### src/rtl/ram_scan.sv
// Single-clock RAM: one write port, one direct read port and one auto-scan read port, cleared to INIT_VAL after reset.
// Both reads have 1-cycle latency; writes are dropped until ready; define RAM_SCAN_BYPASS_EN for write-first reads.
module ram_scan #(
   parameter int                DATA_W   = 4,
   parameter int                ADDR_W   = 5,
   parameter int                TICK_DIV = 50_000_000,
   parameter logic [DATA_W-1:0] INIT_VAL = '0
) (
   input  logic              clk,
   input  logic              reset_n,
   input  logic              wr_en,
   input  logic [ADDR_W-1:0] wr_addr,
   input  logic [DATA_W-1:0] wr_data,
   input  logic [ADDR_W-1:0] rd_addr,
   output logic [DATA_W-1:0] rd_data,
   input  logic              scan_hold,
   output logic [ADDR_W-1:0] scan_addr,
   output logic [DATA_W-1:0] scan_data,
   output logic              ready
);

   localparam int DEPTH  = 2 ** ADDR_W;
   localparam int TICK_W = (TICK_DIV > 1) ? $clog2(TICK_DIV) : 1;
   localparam logic [TICK_W-1:0] TICK_LAST = TICK_W'(TICK_DIV - 1);
   localparam logic [ADDR_W-1:0] PTR_LAST  = ADDR_W'(DEPTH - 1);

   typedef enum logic {INIT, RUN} state_t;

   state_t            state_q, state_d;
   logic [ADDR_W-1:0] ptr_q, ptr_d;
   logic [ADDR_W-1:0] scan_addr_q, scan_addr_d;
   logic [TICK_W-1:0] tick_q, tick_d;
   logic [DATA_W-1:0] rd_data_q, rd_data_d;
   logic [DATA_W-1:0] scan_data_q, scan_data_d;

   logic [DATA_W-1:0] mem_q [DEPTH];
   logic              mem_we;
   logic [ADDR_W-1:0] mem_waddr;
   logic [DATA_W-1:0] mem_wdata;

   always_comb begin
      state_d     = state_q;
      ptr_d       = ptr_q;
      scan_addr_d = scan_addr_q;
      tick_d      = tick_q;
      rd_data_d   = '0;
      scan_data_d = '0;
      mem_we      = 1'b0;
      mem_waddr   = wr_addr;
      mem_wdata   = wr_data;

      case (state_q)
         INIT: begin
            // The clear sequencer owns the write port; user writes are dropped.
            mem_we      = 1'b1;
            mem_waddr   = ptr_q;
            mem_wdata   = INIT_VAL;
            ptr_d       = ptr_q + ADDR_W'(1);
            scan_addr_d = '0;
            tick_d      = '0;
            if (ptr_q == PTR_LAST) begin
               state_d = RUN;
            end
         end
         RUN: begin
            mem_we      = wr_en;
            rd_data_d   = mem_q[rd_addr];
            scan_data_d = mem_q[scan_addr_q];
`ifdef RAM_SCAN_BYPASS_EN
            if (wr_en && (wr_addr == rd_addr)) begin
               rd_data_d = wr_data;
            end
            if (wr_en && (wr_addr == scan_addr_q)) begin
               scan_data_d = wr_data;
            end
`endif
            if (!scan_hold) begin
               if (tick_q == TICK_LAST) begin
                  tick_d      = '0;
                  scan_addr_d = scan_addr_q + ADDR_W'(1);
               end else begin
                  tick_d = tick_q + TICK_W'(1);
               end
            end
         end
         default: begin
            state_d = INIT;
         end
      endcase
   end

   always_ff @(posedge clk or negedge reset_n) begin
      if (!reset_n) begin
         state_q     <= INIT;
         ptr_q       <= '0;
         scan_addr_q <= '0;
         tick_q      <= '0;
         rd_data_q   <= '0;
         scan_data_q <= '0;
      end else begin
         state_q     <= state_d;
         ptr_q       <= ptr_d;
         scan_addr_q <= scan_addr_d;
         tick_q      <= tick_d;
         rd_data_q   <= rd_data_d;
         scan_data_q <= scan_data_d;
      end
   end

   // Storage is not reset; the clear sequence rewrites every word instead.
   always_ff @(posedge clk) begin
      if (mem_we) begin
         mem_q[mem_waddr] <= mem_wdata;
      end
   end

   assign rd_data   = rd_data_q;
   assign scan_data = scan_data_q;
   assign scan_addr = scan_addr_q;
   assign ready     = (state_q == RUN);

endmodule

### config.mk
export PLATFORM = sky130hd
export DESIGN_NAME = ram_scan
export DESIGN_NICKNAME = d
export VERILOG_FILES = /design/src/rtl/ram_scan.sv
export SDC_FILE = /design/constraint.sdc
export NUM_CORES = 1
export LEC_CHECK = 0
export CAP_MARGIN = 20
export CELL_PAD_IN_SITES_DETAIL_PLACEMENT = 1
export CELL_PAD_IN_SITES_GLOBAL_PLACEMENT = 2
export CORE_MARGIN = 8
export CORE_UTILIZATION = 48
export CTS_BUF_LIST = sky130_fd_sc_hd__clkbuf_8
export DETAILED_ROUTE_END_ITERATION = 7
export DONT_BUFFER_PORTS = 1
export PLACE_DENSITY = 0.78
export SLEW_MARGIN = 30
export SYNTH_ARGS = -nofsm -noshare
export SYNTH_HDL_FRONTEND = slang
export SYNTH_SLANG_ARGS = --single-unit
### constraint.sdc
create_clock -name clk -period 2.7 [get_ports clk]
set_input_delay 0.54 -clock clk [delete_from_list [all_inputs] [get_ports clk]]
set_output_delay 0.54 -clock clk [all_outputs]
set_load 0.02 [all_outputs]
; After elaboration in Yosys (flattened, before gate mapping)
; Memories as Yosys holds them, arrays and structs flattened.
; Index checks and enable logic that the tools add are counted.
[op_classes]
add_sub_neg = 3
multipliers = 0
div_mod_pow = 0
magnitude_cmp = 0
n_eq_ne = 4
shifts = 0
mux = 15
bitwise_logic = 1
n_reduce_logical = 1
[ops]
columns = operator, n
row1 = two-way mux 26 bit, 2
row2 = one-hot mux 26 bit (2 select lines), 1
row3 = adder 26 x 1 -> 26 bit (second input constant), 1
row4 = equality test 26 bit (second input constant), 1
row5 = two-way mux 5 bit, 3
row6 = two-way mux 4 bit, 3
row7 = adder 5 x 1 -> 5 bit (second input constant), 2
row8 = one-hot mux 5 bit (2 select lines), 1
row9 = equality test 5 bit (second input constant), 1
row10 = two-way mux 1 bit, 4
row11 = != test 2 x 1 -> 1 bit (second input constant), 1
row12 = != test 2 bit (second input constant), 1
row13 = one-hot mux 1 bit (2 select lines), 1
row14 = AND reduction 2 bit, 1
row15 = NOT 1 bit, 1
[word_totals]
ff_bits = 45
latch_bits = 0
ramBits = 128
mem_bits_ro = 0
in_bits = 18
out_inout_bits = 14
elab_cells = 31
memories = 1
[mem_list]
columns = name, words, word_bits, rd, rd_clocked_by_memory_dff, wr, line_no
row1 = mem_q, 32, 4, 2, 0, 1, 36  ; logic [DATA_W-1:0] mem_q [DEPTH];

; Longest topological paths before layout
; Gate-level depths: netlist of run 1.
[logic_depth]
depth_word = 4
depth_mapped = 7
depth_no_buf = 5

; Least setup slack after synthesis of run 1
; No wires, ideal clock.
[synth_path]
kind = register to register
from = reg state_q (netlist: ready)
to = mem mem_q[0][0], data pin
setup_ns = 0.284
arrival_ns = 1.800
required_time_ns = 2.416
path_slack_ns = 0.616
stages_incl_launch_ff = 5
n_path_buf = 3
synth_period_minus_slack_ns = 2.084
path_cell_list = dfrtp_1 buf_2 buf_1 clkbuf_1 and2_1
[synth_via]
elab_chain_len = 1
[synth_rtl]
columns = element, line_no
row1 = start: declaration, 29  ; state_t state_q, state_d;
row2 = start signal: assignment, 101  ; state_q <= state_d;
row3 = two-way mux 4 bit, 52  ; case (state_q)
row4 = via mem_wdata[0], 39  ; logic [DATA_W-1:0] mem_wdata;
row5 = end: declaration, 36
; The timed path passes the listed nets, and every way through them passes these cells.

; Worst setup path in the final report of run 1
[layout_path]
from = reg scan_addr_q[0] (netlist: scan_addr[0])
to = reg scan_data_q[3] (netlist: scan_data[3])
[layout_via]
elab_chain_len = 2
[layout_rtl]
columns = element, line_no
row1 = start: declaration, 31  ; logic [ADDR_W-1:0] scan_addr_q, scan_addr_d;
row2 = start signal: assignment, 103  ; scan_addr_q <= scan_addr_d;
row3 = memory read (32 x 4 bit), -
row4 = two-way mux 4 bit, 52
row5 = via scan_data_d[3], 34  ; logic [DATA_W-1:0] scan_data_q, scan_data_d;
row6 = end signal: assignment, 106  ; scan_data_q <= scan_data_d;
row7 = end: declaration, 34
; The timed path passes the listed nets, and every way through them passes these cells.
; A chain may end at the register's enable or synchronous reset.

==> flow_summary.ini, run 1 <==
[setup_path]
r2r.worst_path.cells = 5
end_kind = flop
cp_data_required_time_ns = 3.06
r2r_start = scan_addr[0]
path_cells = buf_4, mux4_2, nand2_1, nand3_1, o2111a_1
path_delay_family = flip-flops
startpoint_type = flop
reg2reg_slack_ns = 0.54
cp.arrival_ns = 2.52
critPathBufInv = 1
cp_max_fo = 21
r2r-end = scan_data[3]
worst_path_largest_cell_delay_ns = 0.83
worstSetupPathDepth = 5
path_class = flop to flop
cp_slowest_cell = dfrtp_2

[place]
post-dp-hpwl_um = 16300
place.gp.congestion = 0.862
preCtsSetupSlack_ns = 0.520
place_inst = 821
port_buffers = 0

[synth]
synth-seq-cells = 173
syn_area_um2 = 8710
yosysUniqueCellTypes = 58
synth_nets = 633
yosysWarnings = 0
syn_area_per_cell_um2 = 14.2
async_flop_share_pct = 26.0
synthCells = 611
synthFlopType = edfxtp_1
synth-edff-count = 128
ys_seq_area_share_pct = 57.1

[timing]
relSlewSlack_pct = 51.2
rsz0062_at_grt = no
maxSlewViolCount = 0
worst_pin_slew_ns = 0.713
setup_viol = 0
clock.fmax_mhz = 463
tns_ns = 0
min_period_over_period_pct = 79.9
period_minus_slack_ns = 2.16
worst_slack_ns = 0.542
final_hold_viol_count = 0
skew_ns = 0.0171

[grt]
grt_util_all_layers_pct = 21.8
grt_max_degree = 46
grt_pass1_vias = 5866
grt_pass1_wl_um = 36200
overflow = 0
antenna_found_initial = 0

[die]
ios = 32
die_h_um = 151
coreArea_um2 = 17900
start_util_pct = 48.6
dieArea_um2 = 22700
die_w_um = 151
placementRows = 49

[cts]
root_buffer = clkbuf_8
htreeDepth = 4
post_cts_buffers = 0
cts_resized = 0
clk_latency_ns = 0.48
clockBufferDepth = 2
path_clk_slew_ns = 0.10
cts.hold.buffers_added = 2
cts_tree = yes
cts_sinks = 173
cts_buffers = 17

[outcome]
status = finished, final reports clean

[detailed_routing]
first_iter_violations = 390
first_pass_iters = 4
wl_per_cell_um = 27.1
viasPerCell = 6.44
num_vias = 5508
drc_errors = 0
wl_um = 23100
postRouteAntennaNets = 0

[cells_and_area]
n_fill_cell = 1753
layout-drive-gt1-share_pct = 20.4
diodes = 0
stdcell_count = 855
fin_nets = 635
final_cell_mix = edfxtp_1, mux4_2, nor2_1
layout_commonest_cell = edfxtp_1
syn_to_final_growth_pct = 7.11

[min_path]
holdPathStages = 2
hold_path_end = tick_q[1]
hold_class = input pin to flop
worstHoldStart = scan_hold

[power]
p_leak_nw = 3.07
powerDensity_nw_per_um2 = 536
irDropWorstVdd_uv = 460

[run]
cap_violations = 0
==> layout make-up <==
| type | count | area (um2) | share of cell area, % |
|---|---|---|---|
| timing repair buffer | 21 | 180 | 1.93 |
| inverter | 9 | 33.8 | 0.362 |
| clock inverter | 15 | 135 | 1.45 |
| multi-input combinational | 391 | 3480 | 37.4 |
| clock buffer | 17 | 234 | 2.51 |
| sequential | 173 | 4970 | 53.3 |
| tap | 229 | 287 | 3.07 |
==> per-layer routing <==
layer	share of wire (%)	routed length [um]	global-route usage [%]	up-vias
li1	-	-	-	2432
met3	4.7	1100	4.84	55
met4	4.4	1010	11.2	0
met2	49	11200	33.9	148
met5	0	0	0	-
met1	42	9800	28.3	2873
==> cell usage after synthesis, drive strengths merged, types with 2 or more instances <==
cell type / count / share of area (%)
xnor2: 7 / 0.70
nor2b: 26 / 1.9
nand4: 13 / 1.4
a31oi: 2 / 0.14
and4: 5 / 0.52
o31ai: 14 / 1.2
nor3: 7 / 0.40
o21a: 4 / 0.34
nand2: 28 / 1.2
mux4: 58 / 15
clkbuf: 12 / 0.52
nor2: 58 / 2.5
mux2: 8 / 1.0
o2111a: 3 / 0.39
buf: 26 / 2.0
inv: 9 / 0.39
nor4: 5 / 0.36
or4: 8 / 0.73
and2: 7 / 0.50
edfxtp: 128 / 44
a21oi: 22 / 1.3
nand4b: 3 / 0.30
nand2b: 8 / 0.57
a221oi: 4 / 0.40
o41ai: 6 / 0.60
ha: 4 / 0.57
nand3: 18 / 1.1
or3: 7 / 0.50
o21ai: 14 / 0.85
a2111oi: 7 / 0.70
nor4b: 2 / 0.37
dfrtp: 45 / 13
mux2i: 20 / 2.3
a211oi: 3 / 0.26
xor2: 5 / 0.50
and3: 4 / 0.29
==> metrics by stage <==
step | cell area, um2 | power [mW] | util [%] | hold slack (ns)
after floorplan | 8710 | 3.23 | - | 0.244
after global placement | 8920 | 3.28 | 49.8 | 0.246
after global routing | 9330 | 5.15 | 52.1 | 0.187
final | 9330 | 5.00 | 52.1 | 0.190
after detailed placement | 8920 | 3.29 | 49.8 | 0.246
after CTS | 9330 | 5.03 | 52.1 | 0.166
==> power breakdown <==
group          switching, mW  internal (mW)
clock network           1.00          0.741
logic                  0.163          0.125
registers             0.0689           2.90
==> cell families after synthesis <==
group	Yosys count	share of synthesized area [%]
fa+ha+maj	4	0.575
simple gates	202	12.9
xor+xnor	12	1.21
buf+inv	47	2.90
mux	86	18.3
flops	173	57.1
compound gates	87	6.97
==> worst max-delay path by stage <==
stage / from / to
final: scan_addr[0] / scan_data[3]
after floorplan: ready / mem_q[0][0]
after CTS: scan_addr[0] / scan_data[3]
after global placement: scan_addr[0] / scan_data[0]
after global routing: scan_addr[0] / scan_data[1]
after detailed placement: scan_addr[0] / scan_data[3]
==> flip-flops by register name (all words and copies together), names as in the netlist <==
name and count:
ready 1, tick_q 26, scan_data 4, rd_data 4, mem_q 128, scan_addr 5
ptr_q 5
Note: power is estimated with default switching activity, not from simulation.
==> run 2: changes to the inputs <==
- clock period: 2.7 -> 2 ns (I/O delays scaled with it)
==> run 2 against run 1 <==
Compared with the run above: critical path depth did not move; count of clock-buffer cells in the layout unchanged; sequential cell count did not move; die area stayed put; wire length grew 3.9%; register-to-register slack got worse by 0.54 ns; fmax rose by 8.2%; global-route usage rose by 0.40 points; final area up 5.4%.
==> flow_summary.ini, run 2 (synthesized netlist as in run 1, its figures left out) <==
[outcome]
status = finished, final reports clean

[setup_path]
startpoint_type = flop
end_kind = flop
cp_data_required_time_ns = 2.41
r2r_start = scan_addr[1]
reg2reg_slack_ns = 0.006
r2r-end = scan_data[1]
cp_max_fo = 28
r2r.worst_path.cells = 5
cp.arrival_ns = 2.40
path_class = flop to flop

[cells_and_area]
diodes = 0
reg_top3 = mem_q (128), tick_q (26)
stdcell_count = 895
regMostFlops = mem_q
n_fill_cell = 1745
syn_to_final_growth_pct = 12.9
layout-drive-gt1-share_pct = 29.0
largest_register_ffs = 128
ff_latch_area_um2 = 4970
multi_input_area_um2 = 3610
final_cell_mix = edfxtp_1, mux4_2, buf_4
layout_commonest_cell = edfxtp_1
fin_nets = 675

[place]
place.gp.congestion = 0.835
port_buffers = 0
place_inst = 860
post-dp-hpwl_um = 16900

[grt]
grt_max_degree = 46
overflow = 0
grt_pass1_wl_um = 37100
grt_pass1_vias = 6054
antenna_found_initial = 0
grt_util_all_layers_pct = 22.2

[detailed_routing]
drc_errors = 0
num_vias = 5667
first_pass_iters = 5
viasPerCell = 6.33
first_iter_violations = 455
postRouteAntennaNets = 0
wl_um = 24000
wl_per_cell_um = 26.9

[timing]
maxSlewViolCount = 0
min_period_over_period_pct = 99.7
setup_viol = 0
final_hold_viol_count = 0
skew_ns = 0.0114
clock.fmax_mhz = 501
hold-worst-slack_ns = 0.0558
worst_pin_slew_ns = 0.798
period_minus_slack_ns = 1.99
relSlewSlack_pct = 46.7
rsz0062_at_grt = yes

[cts]
cts_sinks = 173
clk_latency_ns = 0.48
path_clk_slew_ns = 0.09
htreeDepth = 4
cts_buffers = 17
root_buffer = clkbuf_8
cts_tree = yes
clockBufferDepth = 2

[die]
coreArea_um2 = 17900
dieArea_um2 = 22700
placementRows = 49
die_w_um = 151
ios = 32
start_util_pct = 48.6
die_h_um = 151

[power]
powerDensity_nw_per_um2 = 704
irDropWorstVdd_uv = 523
power.total_mw = 6.92
p_leak_nw = 3.34

[run]
cap_violations = 0

[min_path]
hold_class = input pin to flop
holdPathStages = 2
hold_path_end = tick_q[1]
worstHoldStart = scan_hold
-- run 2: cell types whose count changed in the layout (fill, tap and decap cells not counted), moves of 3 or more --
cell / previous run / this run
nor2_2: 0 / 6
nor2_4: 0 / 3
buf_4: 19 / 53
and2_2: 0 / 4
nor2_1: 58 / 49
and2_1: 7 / 3
buf_12: 0 / 4
-- run 2: how the worst max path moves through the flow --
stage	from	to	slack, ns
floorplan	ready	mem_q[25][0]	0.13
global placement	wr_en	mem_q[10][3]	-0.07
global route	scan_addr[1]	scan_data[1]	-0.08
CTS	ready	mem_q[5][2]	-0.001
finish	scan_addr[1]	scan_data[1]	0.006
detailed placement	ready	mem_q[1][3]	-0.09
-- run 2: critical path: stages (launching register included) --
cell and delay (ns):
dfrtp_2 0.53, buf_12 0.25, mux4_2 0.24, nor2b_1 0.06, o41ai_1 0.57, o2111a_1 0.28
-- run 2: power by group --
part / total, mW / switching (mW) / internal [mW]
Clock: 2.48 / 1.35 / 1.13
Combinational: 0.472 / 0.269 / 0.203
Sequential: 3.97 / 0.0594 / 3.91
-- run 2: stage by stage --
| step | setup slack, ns | utilization [%] | setup TNS [ns] | instance area [um2] |
|---|---|---|---|---|
| after floorplan | 0.126 | - | 0 | 8710 |
| after global placement | -0.0665 | 51.8 | -1.61 | 9270 |
| after detailed placement | -0.0918 | 51.8 | -0.367 | 9270 |
| after CTS | -0.00125 | 54.3 | -0.00318 | 9710 |
| after global routing | -0.0759 | 54.9 | -0.780 | 9830 |
| final | 0.00551 | 54.9 | 0 | 9830 |
-- run 2: what timing repair did --
action                                  in CTS  in global routing
buffers inserted                             0                  1
hold endpoints to repair                    45                  0
gates cloned                                 0                  0
hold buffers                                 2                  0
resized for setup                            2                 28
endpoints found under the setup margin       8                 98
pin swaps                                    1                  1
-- run 2: layer usage --
layer	track usage, %	up-vias	share of wire (%)
li1	-	2506	-
met1	28.3	2970	42
met2	37.2	163	51
met3	5.08	28	5.2
met4	6.38	0	1.6
met5	0	-	0
-- run 2: layout make-up --
| type | instances | share of cell area, % |
|---|---|---|
| Inverter | 9 | 0.344 |
| Multi-Input combinational cell | 391 | 36.7 |
| Clock buffer | 17 | 2.38 |
| Tap cell | 229 | 2.91 |
| Sequential cell | 173 | 50.6 |
| Clock inverter | 15 | 1.63 |
| Timing Repair Buffer | 61 | 5.47 |
==> run 3: changes to the inputs <==
- SETUP_SLACK_MARGIN: unset -> 0.5
==> run 3 against run 2 <==
Compared with the run above: count of clock-buffer cells in the layout unchanged; critical path type unchanged; cell count grew 4.2%; non-clock buffer count rose by 29; register-to-register slack better by 0.12 ns; global-route usage increased by 3.4 points; via count is 9.6% higher.
==> flow_summary.ini, run 3 (synthesized netlist as in run 1, its figures left out) <==
[outcome]
status = finished, final reports clean

[detailed_routing]
drc_errors = 0
viasPerCell = 6.66
first_pass_iters = 5
postRouteAntennaNets = 0
wl_um = 29400
wl_per_cell_um = 31.5
num_vias = 6210
first_iter_violations = 571

[die]
die_w_um = 151
start_util_pct = 48.6
ios = 32
dieArea_um2 = 22700
coreArea_um2 = 17900
placementRows = 49
die_h_um = 151

[cells_and_area]
n_fill_cell = 1601
regMostFlops = mem_q
largest_register_ffs = 128
reg_top3 = mem_q (128), tick_q (26)
syn_to_final_growth_pct = 31.8
diodes = 0
layout_commonest_cell = edfxtp_1
final_cell_mix = edfxtp_1, mux4_2, buf_4
layout-drive-gt1-share_pct = 52.4
fin_nets = 713

[setup_path]
cp_slowest_cell = mux4_2
reg2reg_slack_ns = 0.13
startpoint_type = flop
path_cells = buf_12, mux4_2, mux2_2, o21ai_0, a311oi_1
end_kind = flop
critPathLaunch = scan_addr[0]
cp_max_fo = 8
cp.arrival_ns = 2.23
cp_data_required_time_ns = 2.35
worst_path_largest_cell_delay_ns = 0.54
path_class = flop to flop
path_delay_family = multiplexers
r2r_start = scan_addr[0]
critPathBufInv = 1

[cts]
cts_sinks = 173
cts_buffers = 17
clk_latency_ns = 0.49
clockBufferDepth = 2
root_buffer = clkbuf_8
htreeDepth = 4
cts_tree = yes
path_clk_slew_ns = 0.10

[timing]
worst_pin_slew_ns = 0.476
final_hold_viol_count = 0
min_period_over_period_pct = 93.7
clock.fmax_mhz = 534
maxSlewViolCount = 0
tns_ns = 0
rsz0062_at_grt = yes
hold-worst-slack_ns = 0.0623
period_minus_slack_ns = 1.87
relSlewSlack_pct = 67.9
setup_viol = 0
skew_ns = 0.0132

[power]
powerDensity_nw_per_um2 = 623
power.total_mw = 7.15
p_leak_nw = 3.68
irDropWorstVdd_uv = 500

[run]
cap_violations = 0

[grt]
antenna_found_initial = 0
grt_pass1_vias = 6452
grt_max_degree = 46
grt_util_all_layers_pct = 25.6
overflow = 0
grt_pass1_wl_um = 42000

[place]
place.gp.congestion = 0.808
port_buffers = 0
post-dp-hpwl_um = 17300

[min_path]
hold_class = input pin to flop
worstHoldStart = scan_hold
run 3: path summary, 6_finish.rpt:
path                                end  cells past startpoint
setup / recovery           scan_data[2]                      5
hold / removal                tick_q[3]                      2
setup reg to reg           scan_data[2]                      5
hold reg to reg                ptr_q[2]                      1
max in group asynchronous  scan_addr[0]                      2
min in group asynchronous    tick_q[17]                      2
run 3: worst reg2reg max path: cells and delay by family, from the launching register on:
| kind | cells | cell delay [ns] |
|---|---|---|
| multiplexers | 2 | 0.86 |
| flip-flops | 1 | 0.44 |
| AO/OA/AOI/OAI | 2 | 0.29 |
| buffers and inverters | 1 | 0.16 |
run 3: repair_timing:
| item | 4_1_cts | 5_1_grt |
|---|---|---|
| gates cloned | 8 | 7 |
| hold endpoints to repair | 45 | 0 |
| gates resized for setup | 124 | 60 |
| endpoints found under the setup margin | 285 | 259 |
| hold buffers | 2 | 0 |
| setup buffers | 40 | 12 |
| pin swaps | 48 | 32 |
run 3: final cells by class:
| type | count | area [um2] | area share, % |
|---|---|---|---|
| flip-flops and latches | 173 | 5000 | 43.6 |
| multi-input cells | 400 | 4660 | 40.6 |
| repair buffers | 90 | 1100 | 9.62 |
| well taps | 229 | 287 | 2.50 |
| clock buffers | 17 | 234 | 2.04 |
| clock inverters | 15 | 150 | 1.31 |
| inverters | 9 | 38.8 | 0.338 |
run 3: stage by stage:
stage	util, %	instance area, um2	instances	worst slack (ns)
after floorplan	-	9300	611	0.223
after global placement	53.2	9530	832	0.0701
after detailed placement	53.2	9530	832	0.0343
after CTS	61.5	11000	914	0.172
after global routing	64.1	11500	933	0.0552
final	64.1	11500	933	0.127
run 3: where the power goes:
group	switching [mW]	internal (mW)	total, mW
Combinational	0.386	0.334	0.719
Clock	1.53	0.926	2.45
Sequential	0.0650	3.91	3.97
Total	1.98	5.17	7.15
run 3: layer usage:
layer	wire length (um)	vias to the layer above	share of wire [%]	global-route usage, %
met5	0	-	0	0
met4	777	0	2.6	8.96
met3	2020	42	6.9	5.77
met2	14700	240	50	41.7
met1	11900	3319	40	33.1
li1	-	2609	-	-
